File: src/rtl/interleaver_frame_ctrl.sv
// ---------------------------------------------------------------------------
// interleaver_frame_ctrl
//
// Frame sequencer in front of a FRAME_BITS-bit block interleaver.
// Accepts a valid/ready serial bit stream and loads exactly FRAME_BITS bits
// into the interleaver. A short frame (s_last before the final bit) is
// zero-padded. The controller then collects FRAME_BITS/OUT_W output nibbles
// and forwards them downstream, flagging the final one with m_last. Upstream
// is held off until the current frame has fully drained.
//
// Optional feature (macro ILV_CTRL_WDOG_EN): a drain watchdog aborts a frame
// to IDLE after WDOG_CYCLES cycles with no il_data_valid.
//
// Ports:
//   clk, rst_n         clock (rising edge), asynchronous active-low reset
//   s_valid/s_ready    upstream handshake; s_bit data (MSB first), s_last
//   il_load_en         interleaver load strobe (combinational)
//   il_in_bit          interleaver data bit (combinational)
//   il_data_valid      interleaver output nibble valid
//   il_out_bits        interleaver output nibble
//   m_valid/m_data     downstream nibble (no backpressure), m_last on final
//   busy               controller not in IDLE
//   frame_done         1-cycle pulse when a frame has fully drained
//   frame_err          1-cycle pulse on any protocol error
//   frame_cnt          completed-frame counter, wraps
// ---------------------------------------------------------------------------
module interleaver_frame_ctrl #(
    parameter int FRAME_BITS  = 128,
    parameter int OUT_W       = 4,
    parameter int WDOG_CYCLES = 1024
) (
    input  logic             clk,
    input  logic             rst_n,
    input  logic             s_valid,
    output logic             s_ready,
    input  logic             s_bit,
    input  logic             s_last,
    output logic             il_load_en,
    output logic             il_in_bit,
    input  logic             il_data_valid,
    input  logic [OUT_W-1:0] il_out_bits,
    output logic             m_valid,
    output logic [OUT_W-1:0] m_data,
    output logic             m_last,
    output logic             busy,
    output logic             frame_done,
    output logic             frame_err,
    output logic [15:0]      frame_cnt
);

    localparam int NIBS = FRAME_BITS / OUT_W;
    localparam int BW   = $clog2(FRAME_BITS + 1);
    localparam int NW   = $clog2(NIBS + 1);

    typedef enum logic [2:0] {IDLE, LOAD, PAD, DRAIN, DONE} state_t;

    state_t           state_q;
    logic [BW-1:0]    bit_cnt_q;
    logic [NW-1:0]    nib_cnt_q;
    logic             m_valid_q;
    logic [OUT_W-1:0] m_data_q;
    logic             m_last_q;
    logic             frame_done_q;
    logic             frame_err_q;
    logic [15:0]      frame_cnt_q;

    logic xfer;
    logic at_last_bit;

    // s_ready is qualified with rst_n so that every output reads 0 while
    // reset is held, even with s_valid driven high by upstream.
    assign s_ready     = rst_n & ((state_q == IDLE) | (state_q == LOAD));
    assign xfer        = s_valid & s_ready;
    assign il_load_en  = xfer | (state_q == PAD);
    assign il_in_bit   = xfer & s_bit;
    assign at_last_bit = (bit_cnt_q == BW'(FRAME_BITS - 1));

`ifdef ILV_CTRL_WDOG_EN
    localparam int WW = $clog2(WDOG_CYCLES + 1);
    logic [WW-1:0] wdog_q;
`else
    logic unused_wdog_cfg;
    assign unused_wdog_cfg = (WDOG_CYCLES > 0);
`endif

    always_ff @(posedge clk or negedge rst_n) begin
        if (!rst_n) begin
            state_q      <= IDLE;
            bit_cnt_q    <= '0;
            nib_cnt_q    <= '0;
            m_valid_q    <= 1'b0;
            m_data_q     <= '0;
            m_last_q     <= 1'b0;
            frame_done_q <= 1'b0;
            frame_err_q  <= 1'b0;
            frame_cnt_q  <= '0;
`ifdef ILV_CTRL_WDOG_EN
            wdog_q       <= '0;
`endif
        end else begin
            // NOTE: pulse outputs default low every cycle; the case below only
            // raises them, so no branch can leave a stale 1 behind.
            m_valid_q    <= 1'b0;
            m_last_q     <= 1'b0;
            frame_done_q <= 1'b0;
            frame_err_q  <= 1'b0;

            // A nibble arriving when we are not draining has nowhere to go.
            if (il_data_valid && state_q != DRAIN) begin
                frame_err_q <= 1'b1;
            end

`ifdef ILV_CTRL_WDOG_EN
            if (state_q != DRAIN) begin
                wdog_q <= '0;
            end
`endif

            case (state_q)
                IDLE, LOAD: begin
                    // bit_cnt_q is always 0 in IDLE, so the first xfer is bit 0.
                    if (xfer) begin
                        if (at_last_bit) begin
                            // Final bit wins over s_last: go straight to DRAIN.
                            state_q   <= DRAIN;
                            bit_cnt_q <= '0;
                            if (!s_last) begin
                                frame_err_q <= 1'b1;
                            end
                        end else begin
                            bit_cnt_q <= bit_cnt_q + 1'b1;
                            state_q   <= s_last ? PAD : LOAD;
                        end
                    end
                end

                PAD: begin
                    if (at_last_bit) begin
                        state_q   <= DRAIN;
                        bit_cnt_q <= '0;
                    end else begin
                        bit_cnt_q <= bit_cnt_q + 1'b1;
                    end
                end

                DRAIN: begin
                    if (il_data_valid) begin
                        m_valid_q <= 1'b1;
                        m_data_q  <= il_out_bits;
`ifdef ILV_CTRL_WDOG_EN
                        wdog_q    <= '0;
`endif
                        if (nib_cnt_q == NW'(NIBS - 1)) begin
                            m_last_q  <= 1'b1;
                            nib_cnt_q <= '0;
                            state_q   <= DONE;
                        end else begin
                            nib_cnt_q <= nib_cnt_q + 1'b1;
                        end
                    end
`ifdef ILV_CTRL_WDOG_EN
                    else if (wdog_q == WW'(WDOG_CYCLES - 1)) begin
                        // Interleaver went silent: abandon the frame.
                        frame_err_q <= 1'b1;
                        nib_cnt_q   <= '0;
                        wdog_q      <= '0;
                        state_q     <= IDLE;
                    end else begin
                        wdog_q <= wdog_q + 1'b1;
                    end
`endif
                end

                DONE: begin
                    frame_done_q <= 1'b1;
                    frame_cnt_q  <= frame_cnt_q + 16'd1;
                    state_q      <= IDLE;
                end

                default: state_q <= IDLE;
            endcase
        end
    end

    assign busy       = (state_q != IDLE);
    assign m_valid    = m_valid_q;
    assign m_data     = m_data_q;
    assign m_last     = m_last_q;
    assign frame_done = frame_done_q;
    assign frame_err  = frame_err_q;
    assign frame_cnt  = frame_cnt_q;

endmodule

File: config.mk
export PLATFORM = sky130hd
export DESIGN_NAME = interleaver_frame_ctrl
export DESIGN_NICKNAME = d
export VERILOG_FILES = /design/src/rtl/interleaver_frame_ctrl.sv
export SDC_FILE = /design/constraint.sdc
export NUM_CORES = 1
export LEC_CHECK = 0
export BUFFER_PORTS_ARGS = -buffer_cell sky130_fd_sc_hd__buf_2
export CORE_MARGIN = 5
export CORE_UTILIZATION = 53
export DETAILED_ROUTE_END_ITERATION = 10
export HOLD_SLACK_MARGIN = 0.08
export PLACE_DENSITY_LB_ADDON = 0.15
export REMOVE_ABC_BUFFERS = 1
export SLEW_MARGIN = 10
export SYNTH_ARGS = -nofsm -noshare
export SYNTH_HDL_FRONTEND = slang
export SYNTH_SLANG_ARGS = --single-unit
File: constraint.sdc
create_clock -name clk -period 1.8 [get_ports clk]
set_input_delay 0.09 -clock clk [delete_from_list [all_inputs] [get_ports clk]]
set_output_delay 0.09 -clock clk [all_outputs]
set_load 0.005 [all_outputs]
==> reports/metrics.csv <==
stage,metric,value,unit
routing,vias_per_cell,5.35,
worst_setup_path,critPathMaxFanout,8,
routing,wl,3750,um
routing,route.detailed.drc,0,
grt,grt_pass1_vias,1479,
timing,finalCritPeriodShare,92.7,%
power_and_ir_drop,power_density,1030,mW/mm2
final_layout,diodes,0,
worst_setup_path,cp.required,2040,ps
timing,setup_viol,0,
worst_setup_path,crit_family,simple AND/OR/NAND/NOR gates,
place,port_buffers,37,
timing,rsz0062_at_grt,no,
routing,drt-initial-drc-count,47,
timing,tightest_slew,403,ps
timing,maxSlewHeadroom,73.1,%
routing,vias,1444,
clock_tree,numClockSinks,41,
grt,grtUsageTotal,17.1,%
power_and_ir_drop,irDropWorstVdd,0.000766,V
logic_synthesis,ys_types,39,
worst_setup_path,end_kind,register,
clock_tree,numCtsBuffers,5,
logic_synthesis,syn_area_per_cell,10.8,um2
clock_tree,cts.htree.levels,2,
die,fp-row-count,21,
worst_setup_path,cp_slowest_cell,dfrtp_1,
die,fp.dieArea,0.00478,mm2
grt,overflow,0,
final_layout,nFillCells,281,
die,ios,38,
timing,setup-tns-final,0,ps
final_layout,areaGrowthSynthToFinish,21.8,%
clock_tree,clk_pin_slew,110,ps
worst_setup_path,rrSetupSlack,130,ps
grt,grt_pass1_wl,6590,um
run,maxCapViolations,0,
place,globalplace.congestion,0.807,
final_layout,drive_above_1_share,26.8,%
worst_setup_path,start_kind,register,
timing,slew_violations,0,
routing,wl_per_cell,13.9,um
timing,whs,255,ps
routing,drt_first_pass_iters,4,
clock_tree,clk_latency,350,ps
timing,period_minus_slack,1670,ps
final_layout,nets,237,
logic_synthesis,syn_area,0.00185,mm2
grt,grt_max_degree,33,
timing,hold_viol,0,
die,die_y,69.1,um
die,core,0.00336,mm2
logic_synthesis,synth_seq_area_share,55.4,%
logic_synthesis,syn_inst,171,
grt,antenna_found_initial,0,
routing,final_antenna_net_count,0,
worst_setup_path,crit_type,reg -> reg,
worst_setup_path,critical-path-max-stage-delay,460,ps
die,start_util,55.1,%
worst_setup_path,cp.arrival,1910,ps
logic_synthesis,synth-seq-cells,41,
power_and_ir_drop,p_leak,0.00115,uW
die,die_w,69.1,um
logic_synthesis,ys_warn_count,0,
final_layout,multiInputGateArea,798,um2
outcome,status,completed,
clock_tree,cts_tree,built,
worst_setup_path,crit_path_cell_trace,or3b_4 > inv_2 > and3_1 > nand4_1 > xnor2_1,
timing,skew,6.05,ps
worst_setup_path,critical_path_buf_inv_count,1,
clock_tree,clockBufferDepth,2,
final_layout,regArea,0.00103,mm2
clock_tree,ctsRootBufferMaster,clkbuf_4,
timing,fmaxAchievable,0.599,GHz
place,hpwl,2740,um
hold_path,holdCritPathClass,in -> reg,
-- cell families after synthesis --
kind of cell    count (synthesis)  synth area share [%]
fa+ha+maj                       3                  2.03
simple gates                   77                  22.2
buf+inv                         9                  2.36
compound gates                 17                  6.08
mux                             4                  2.43
flops                          41                  55.4
xor+xnor                       20                  9.46
-- state kept, by name, summed over array words and instances (netlist names) --
name and cells:
bit_cnt_q 8, frame_cnt 16, frame_done 1, frame_err 1, m_data 4, m_last 1
m_valid 1, nib_cnt_q 6, state_q 3
-- worst paths after layout --
| path | from | to | cells after the start |
|---|---|---|---|
| worst max-delay path | state_q[2] | frame_cnt[6] | 5 |
| worst min-delay path | s_valid | frame_err | 4 |
| worst max register to register | state_q[2] | frame_cnt[6] | 5 |
| worst min register to register | frame_cnt[15] | frame_cnt[15] | 1 |
| max in group asynchronous | rst_n | frame_cnt[8] | 4 |
| min in group asynchronous | rst_n | frame_cnt[0] | 3 |
-- synthesized netlist by cell type --
cell type / instances / area share (%)
dfrtp_1: 41 / 55
nand2_1: 28 / 5.7
xnor2_1: 17 / 8.0
nand3_1: 9 / 2.4
nor2_1: 9 / 1.8
and3_1: 6 / 2.0
nand4_1: 6 / 2.0
o21ai_0: 5 / 1.4
mux2_2: 4 / 2.4
ha_1: 3 / 2.0
inv_1: 3 / 0.61
or2_2: 3 / 1.0
xor2_1: 3 / 1.4
a21oi_1: 2 / 0.54
a31oi_1: 2 / 0.68
buf_2: 2 / 0.54
buf_4: 2 / 0.81
nand2b_1: 2 / 0.68
nand4b_1: 2 / 0.95
nor3_1: 2 / 0.54
nor4_1: 2 / 0.68
a211o_1: 1 / 0.47
a211oi_1: 1 / 0.41
a22o_1: 1 / 0.47
a41oi_1: 1 / 0.47
clkinv_1: 1 / 0.20
inv_2: 1 / 0.20
nand3b_1: 1 / 0.41
nand4bb_1: 1 / 0.61
nor2b_1: 1 / 0.34
nor3b_1: 1 / 0.41
nor4_4: 1 / 1.1
o21ai_1: 1 / 0.27
o31a_1: 1 / 0.47
o31ai_1: 1 / 0.41
o32a_1: 1 / 0.54
or3_1: 1 / 0.34
or3b_4: 1 / 0.61
or4b_1: 1 / 0.54
-- power breakdown --
| part | switching, uW | total, uW | internal (uW) | leakage [uW] |
|---|---|---|---|---|
| sequential | 167 | 1270 | 1100 | 0.000539 |
| combinational | 296 | 592 | 296 | 0.000576 |
| clock | 283 | 467 | 185 | 0.0000314 |
-- stage by stage --
| stage | std cells | total power, uW | worst slack, ps | utilization [%] | instance area [um2] |
|---|---|---|---|---|---|
| final | 270 | 2330 | 131 | 67.1 | 2260 |
| after global routing | 270 | 2500 | 25.6 | 67.1 | 2260 |
| after floorplan | 167 | 1630 | 59.8 | - | 1830 |
| after detailed placement | 256 | 1860 | 150 | 62.9 | 2110 |
| after global placement | 256 | 1820 | 187 | 62.9 | 2110 |
| after CTS | 270 | 2340 | 81.4 | 66.6 | 2240 |
-- layout by cell type (no fill, tap or decap), types with 2 or more instances in the layout --
cell / Yosys / final
or2_2: 3 / 3
inv_1: 3 / 3
xnor2_1: 17 / 17
dfrtp_1: 41 / 41
clkbuf_4: 0 / 5
nand4b_1: 2 / 2
nor3_1: 2 / 2
nand2b_1: 2 / 2
ha_1: 3 / 3
nand3_1: 9 / 9
mux2_2: 4 / 4
nand2_1: 28 / 28
o21ai_0: 5 / 5
nor2_1: 9 / 9
nand4_1: 6 / 6
buf_2: 2 / 37
a31oi_1: 2 / 2
and3_1: 6 / 6
dlygate4sd3_1: 0 / 7
nor4_1: 2 / 2
buf_4: 2 / 6
a21oi_1: 2 / 2
xor2_1: 3 / 3
-- layer usage --
metal	routed length, um	vias up	track usage, %
met1	1680	704	21.0
met5	0	-	0
met3	228	8	6.54
met4	81	0	7.16
met2	1760	34	26.9
li1	-	698	-
-- area by class of cell --
| class | instances | area share, % |
|---|---|---|
| inverter | 5 | 0.832 |
| tap | 46 | 2.55 |
| timing repair buffer | 50 | 13.3 |
| clock buffer | 7 | 2.44 |
| multi-input combinational | 121 | 35.4 |
| sequential | 41 | 45.5 |
-- what timing repair did --
item / 4_1_cts / 5_1_grt
setup buffers: 0 / 0
hold buffers: 7 / 0
endpoints found under the hold margin: 47 / 0
gates resized for setup: 0 / 1
setup endpoints to repair: 0 / 1
-- worst register-to-register path, cell delays in order, from the launching register on --
cell and delay, ps:
dfrtp_1 460, or3b_4 450, inv_2 90, and3_1 270, nand4_1 140, xnor2_1 140
No activity file was read; power rests on OpenSTA's default activity.
